==> src/rtl/psum_out_collector_if.sv <==
// Bundle between the MAC array south edge and the partial-sum collector.
// master = array/consumer side driving writes and pops, slave = the collector.
interface psum_out_collector_if #(
    parameter int col     = 8,
    parameter int psum_bw = 16
);
    logic [psum_bw*col-1:0] in_s;
    logic [col-1:0]         in_s_zero;
    logic [col-1:0]         valid;
    logic                   rd;
    logic                   o_full;
    logic                   o_ready;
    logic                   o_overflow;
    logic [psum_bw*col-1:0] out;
    logic [col-1:0]         out_zero;
    logic                   out_valid;

    modport master (
        output in_s, in_s_zero, valid, rd,
        input  o_full, o_ready, o_overflow, out, out_zero, out_valid
    );

    modport slave (
        input  in_s, in_s_zero, valid, rd,
        output o_full, o_ready, o_overflow, out, out_zero, out_valid
    );
endinterface

==> src/rtl/psum_out_collector.sv <==
// Per-column FIFOs that de-skew the array's south outputs and release
// whole rows through a registered, pipelined readout.
module psum_out_collector #(
    parameter int col     = 8,
    parameter int psum_bw = 16,
    parameter int depth   = 16
) (
    input logic                  clk,
    input logic                  reset,
    psum_out_collector_if.slave  bus
);
    localparam int aw = $clog2(depth);

    typedef logic [aw:0] ptr_t;

    ptr_t                 wptr [col];
    ptr_t                 rptr [col];
    logic [psum_bw:0]     mem  [col][depth];
    logic [psum_bw:0]     head [col];

    logic [col-1:0]       empty;
    logic [col-1:0]       full;
    logic [col-1:0]       wr_en;
    logic [col-1:0]       drop;
    logic                 pop;

    logic [psum_bw*col-1:0] out_r;
    logic [col-1:0]         out_zero_r;
    logic                   out_valid_r;
    logic                   overflow_r;

    always_comb begin
        empty = '0;
        full  = '0;
        for (int i = 0; i < col; i++) begin
            empty[i] = (wptr[i] == rptr[i]);
            full[i]  = (wptr[i][aw-1:0] == rptr[i][aw-1:0]) &&
                       (wptr[i][aw] != rptr[i][aw]);
            head[i]  = mem[i][rptr[i][aw-1:0]];
        end
    end

    assign bus.o_ready = &(~empty);
    assign bus.o_full  = |full;
    assign pop         = bus.rd & bus.o_ready;

    // A full column may still take a write when the same cycle pops a row.
    always_comb begin
        wr_en = '0;
        drop  = '0;
        for (int i = 0; i < col; i++) begin
            wr_en[i] = bus.valid[i] & (~full[i] | pop);
            drop[i]  = bus.valid[i] & full[i] & ~pop;
        end
    end

    always_ff @(posedge clk or posedge reset) begin
        if (reset) begin
            for (int i = 0; i < col; i++) begin
                wptr[i] <= '0;
                rptr[i] <= '0;
            end
            overflow_r <= 1'b0;
        end else begin
            for (int i = 0; i < col; i++) begin
                if (wr_en[i])
                    wptr[i] <= wptr[i] + 1'b1;
                if (pop)
                    rptr[i] <= rptr[i] + 1'b1;
            end
            if (|drop)
                overflow_r <= 1'b1;
        end
    end

    always_ff @(posedge clk) begin
        for (int i = 0; i < col; i++) begin
            if (wr_en[i])
                mem[i][wptr[i][aw-1:0]] <= {bus.in_s_zero[i], bus.in_s[psum_bw*i +: psum_bw]};
        end
    end

    // Zero-flagged columns are forced to 0 so downstream never sees stale data.
    always_ff @(posedge clk or posedge reset) begin
        if (reset) begin
            out_r       <= '0;
            out_zero_r  <= '0;
            out_valid_r <= 1'b0;
        end else begin
            out_valid_r <= pop;
            if (pop) begin
                for (int i = 0; i < col; i++) begin
                    out_zero_r[i]               <= head[i][psum_bw];
                    out_r[psum_bw*i +: psum_bw] <= head[i][psum_bw] ? '0 : head[i][psum_bw-1:0];
                end
            end
        end
    end

    assign bus.out        = out_r;
    assign bus.out_zero   = out_zero_r;
    assign bus.out_valid  = out_valid_r;
    assign bus.o_overflow = overflow_r;
endmodule

==> src/flat_wrapper.sv <==
// flat-port wrapper written by rule: the top's interface ports become plain ports
module psum_out_collector_flat 
#(
    parameter int col     = 8,
    parameter int psum_bw = 16,
    parameter int depth   = 16
)
  (clk, reset, bus_in_s, bus_in_s_zero, bus_valid, bus_rd, bus_o_full, bus_o_ready, bus_o_overflow, bus_out, bus_out_zero, bus_out_valid);
  psum_out_collector_if #(.col(col), .psum_bw(psum_bw)) bus_i ();
  input logic clk;
  input logic reset;
  input wire logic [$bits(bus_i.in_s)-1:0] bus_in_s;
  input wire logic [$bits(bus_i.in_s_zero)-1:0] bus_in_s_zero;
  input wire logic [$bits(bus_i.valid)-1:0] bus_valid;
  input wire logic [$bits(bus_i.rd)-1:0] bus_rd;
  output wire logic [$bits(bus_i.o_full)-1:0] bus_o_full;
  output wire logic [$bits(bus_i.o_ready)-1:0] bus_o_ready;
  output wire logic [$bits(bus_i.o_overflow)-1:0] bus_o_overflow;
  output wire logic [$bits(bus_i.out)-1:0] bus_out;
  output wire logic [$bits(bus_i.out_zero)-1:0] bus_out_zero;
  output wire logic [$bits(bus_i.out_valid)-1:0] bus_out_valid;
  assign bus_i.in_s = bus_in_s;
  assign bus_i.in_s_zero = bus_in_s_zero;
  assign bus_i.valid = bus_valid;
  assign bus_i.rd = bus_rd;
  assign bus_o_full = bus_i.o_full;
  assign bus_o_ready = bus_i.o_ready;
  assign bus_o_overflow = bus_i.o_overflow;
  assign bus_out = bus_i.out;
  assign bus_out_zero = bus_i.out_zero;
  assign bus_out_valid = bus_i.out_valid;
  psum_out_collector #(.col(col), .psum_bw(psum_bw), .depth(depth)) u_core (.clk(clk), .reset(reset), .bus(bus_i));
endmodule
==> config.mk <==
export PLATFORM = sky130hd
export DESIGN_NAME = psum_out_collector_flat
export DESIGN_NICKNAME = d
export VERILOG_FILES = /design/src/rtl/psum_out_collector_if.sv /design/src/rtl/psum_out_collector.sv /design/src/flat_wrapper.sv
export SDC_FILE = /design/constraint.sdc
export NUM_CORES = 2
export LEC_CHECK = 0
export ABC_AREA = 1
export CAP_MARGIN = 20
export CORE_MARGIN = 5
export CORE_UTILIZATION = 30
export DETAILED_ROUTE_END_ITERATION = 10
export PLACE_DENSITY = 0.51
export SLEW_MARGIN = 40
export SYNTH_ARGS = -nofsm -noshare
export SYNTH_HDL_FRONTEND = slang
export SYNTH_SLANG_ARGS = --single-unit
==> constraint.sdc <==
create_clock -name clk -period 6.8 [get_ports clk]
set_input_delay 1.36 -clock clk [delete_from_list [all_inputs] [get_ports clk]]
set_output_delay 1.36 -clock clk [all_outputs]
set_load 0.005 [all_outputs]
==> impl_metrics.toml <==
[logic_synthesis]
synth_commonest_cells = "edfxtp_1 (2,176), nor2_1 (1,359), o21ai_0 (1,154), nand2_1 (995), clkbuf_1 (342)"
synthesis.yosys.warnings = 0
synth_top_family_by_area = "compound AO/OA/AOI/OAI gates"
yosys-top-cells-area = "edfxtp_1 (69%), o21ai_0 (6.1%), dfrtp_1 (5.7%)"
ys_seq_area_frac = 0.746
yosys.cell_types.count = 31
synth-compound-area-share = 0.110
synth-seq-cells = 2394
number_of_flops_mapped_to_enable_cells_by_yosys = 2176
async_reset_ff_frac = 0.0911
synthFlopType = "edfxtp_1"
cell_count_after_synthesis = 7452
muxShareOfSynthArea = 0
yosys.cell_count.top_type = "edfxtp_1"
synth_xor_xnor_area_share = 0.00545
netlist.area_leader.share = 0.689
postSynthAreaPerCell_um2 = 12.7
synthSimpleGateAreaFrac = 0.108
synth.cell_area_um2 = 94900
syn_nets = 7639
synth_adder_area_share = 0.00527
yosysTopAreaCell = "edfxtp_1"

[sta]
drv_slew = 0
fin_setup_tns_ps = 0
grt_setup_unrepaired = "no"
max_slew_headroom_at_the_worst_pin = 0.403
layout_setup_ws_ps = 1470
finalCritPeriodShare = 0.784
clock.fmax_ghz = 0.188
timing.final.setup_violations = 0
report.final.hold_viol_count = 0
worst_slew_pin_slew_ps = 893
final.min_clock_period_ps = 5330
finClkSkew_ps = 57.9

[setup_path]
slowest_stage = "dfrtp_4"
path_cells = "inv_4 > nand2_1 > nand2_1 > nor2_1 > nand2_1 > nor2_1 > nor4_1 > nand2_1 > clkdlybuf4s50_1"
critical_path_type = "reg2out"
critical_path.startpoint_type = "flop"
worst_ep_arrival_time_ps = 3970
worst_setup_path_end_kind = "primary output"
required_arrival_time_at_the_worst_endpoint_ps = 5440
path_common_cell = "nand2_1"
cp_max_fo = 53
timing.critical_path.max_delay_family = "simple AND/OR/NAND/NOR gates"
ff2ff_setup_slack_ps = 2360
cpPeakStageDelay_ps = 760
path_buf_inv = 2

[route]
post_drt_via_cell_ratio = 5.01
detail_route.iter0.violations = 5985
wl_per_cell_um = 22.7
num_vias = 60100
final_antenna_net_count = 0
routed_wl_um = 273000
drt_pre_antenna_iters = 6
drt_drc_violations_left = 0

[cells_and_area]
filler_cell_count = 30500
areaGrowthSynthToFinish_pct = 17.3
final_layout_size_suffix_gt1_frac = 0.0927
final_nets = 7807
area.sequential_um2 = 70800
multi_input_combinational_cell_area_um2 = 22600

[flow_run]
cap_viol_max_count = 0

[cts]
tritoncts.num_buffers = 276
cts.sinks = 2394
post-cts-setup-buffer-count = 0
ctsRootBufferMaster = "clkbuf_16"
worst_setup_hold_path_clk_slew_ps = 60
post_cts_resized = 0
clock_latency_ps = 900
cts_tree = "yes"
ctsHtreeMaxLevel = 5
cts.hold.buffers_added = 0
clock_tree.buffer_depth = 4

[pwr]
power.ir.vdd_worst_v = 0.000315
power-per-cell-area_nw_per_um2 = 442
power.leakage_nw = 36.8

[grt]
groute.usage.overall = 0.161
grt_antenna_before_repair = 36
grt_pass1_wl_um = 399000
grt_overflow_total = 0
grt_max_degree = 111
grt_pass1_vias = 59300

[floorplanning]
ioPinCount = 287
die_width_um = 572
effective_utilization_at_floorplan = 0.301
std_cell_rows = 206
die-area_um2 = 328000
dieHeight_um = 572
fp.coreArea_um2 = 315000

[placed_design]
port_buffers = 286
gp_congestion = 0.837
dp_worst_setup_slack_ps = 2220
dp_hpwl_um = 169000

[worst_hold_path]
holdCritPathClass = "reg2reg"

[status]
run_status = "finished, final reports clean"
## registers in the layout, indices dropped and copies added, names as in the netlist
| signal | cells |
|---|---|
| u_core.rptr | 40 |
| u_core.bus.o_overflow | 1 |
| u_core.bus.out_zero | 8 |
| u_core.bus.out_valid | 1 |
| u_core.mem | 2176 |
| u_core.wptr | 40 |
| u_core.bus.out | 128 |
## area by class of cell
class	instances	area share
well taps	4160	0.0467
multi-input cells	4485	0.203
flip-flops and latches	2394	0.636
clock inverters	163	0.0153
repair buffers	366	0.0296
inverters	97	0.00352
clock buffers	338	0.0654
diodes	11	0.000247
## stage by stage
step                      hold slack [ps]  area [um2]  instances  utilization  power, W
after CTS                             480      111000      12000        0.353    0.0498
after detailed placement              465      102000      11500        0.325    0.0349
after global placement                462      102000      11500        0.323    0.0347
after floorplan                       457       94900       7452            -    0.0287
after global routing                  496      111000      12000        0.353    0.0520
final                                 475      111000      12000        0.354    0.0492
## per-layer routing
layer  up-vias  share of wire  track usage
li1      27600              -            -
met1     30100           0.44        0.221
met4        12          0.029       0.0503
met2      1977           0.47        0.260
met3       432          0.064       0.0272
met5         -        0.00031            0
## layout by cell type (no fill, tap or decap), types with 58 or more instances in the layout
| cell type | instances |
|---|---|
| buf_4 | 69 |
| clkbuf_16 | 280 |
| clkdlybuf4s50_1 | 235 |
| clkinv_1 | 58 |
| dfrtp_1 | 199 |
| edfxtp_1 | 2176 |
| inv_1 | 61 |
| nand2_1 | 990 |
| nand3_1 | 215 |
| nor2_1 | 1231 |
| nor2_4 | 121 |
| o211ai_1 | 69 |
| o21ai_0 | 1154 |
| o221ai_1 | 231 |
| o22ai_1 | 300 |
## worst paths after layout
| path | end | startpoint | depth (start not counted) |
|---|---|---|---|
| max in group asynchronous | u_core.bus.out[37] | reset | 4 |
| worst min-delay path | u_core.bus.o_overflow | u_core.bus.o_overflow | 2 |
| worst max-delay path | bus_o_full | u_core.rptr[5] | 9 |
| worst max register to register | u_core.rptr[1] | u_core.rptr[5] | 12 |
| min in group asynchronous | u_core.bus.out[48] | reset | 2 |
| worst min register to register | u_core.bus.o_overflow | u_core.bus.o_overflow | 2 |
## cell families after synthesis
logic type | Yosys count
compound gates | 1789
buf+inv | 573
simple gates | 2597
xor+xnor | 59
flops | 2394
fa+ha+maj | 40
## worst min-delay path, cell delays in order (launching register included)
cell	delay, ps
dfrtp_1	340
inv_1	40
nand2_1	60
## power by group
| part | internal (W) | switching [W] | leakage (nW) |
|---|---|---|---|
| Clock | 0.00854 | 0.00620 | 4.35 |
| Combinational | 0.00439 | 0.0113 | 10.0 |
| Sequential | 0.0178 | 0.000995 | 22.4 |
No activity file was read; power rests on OpenSTA's default activity.
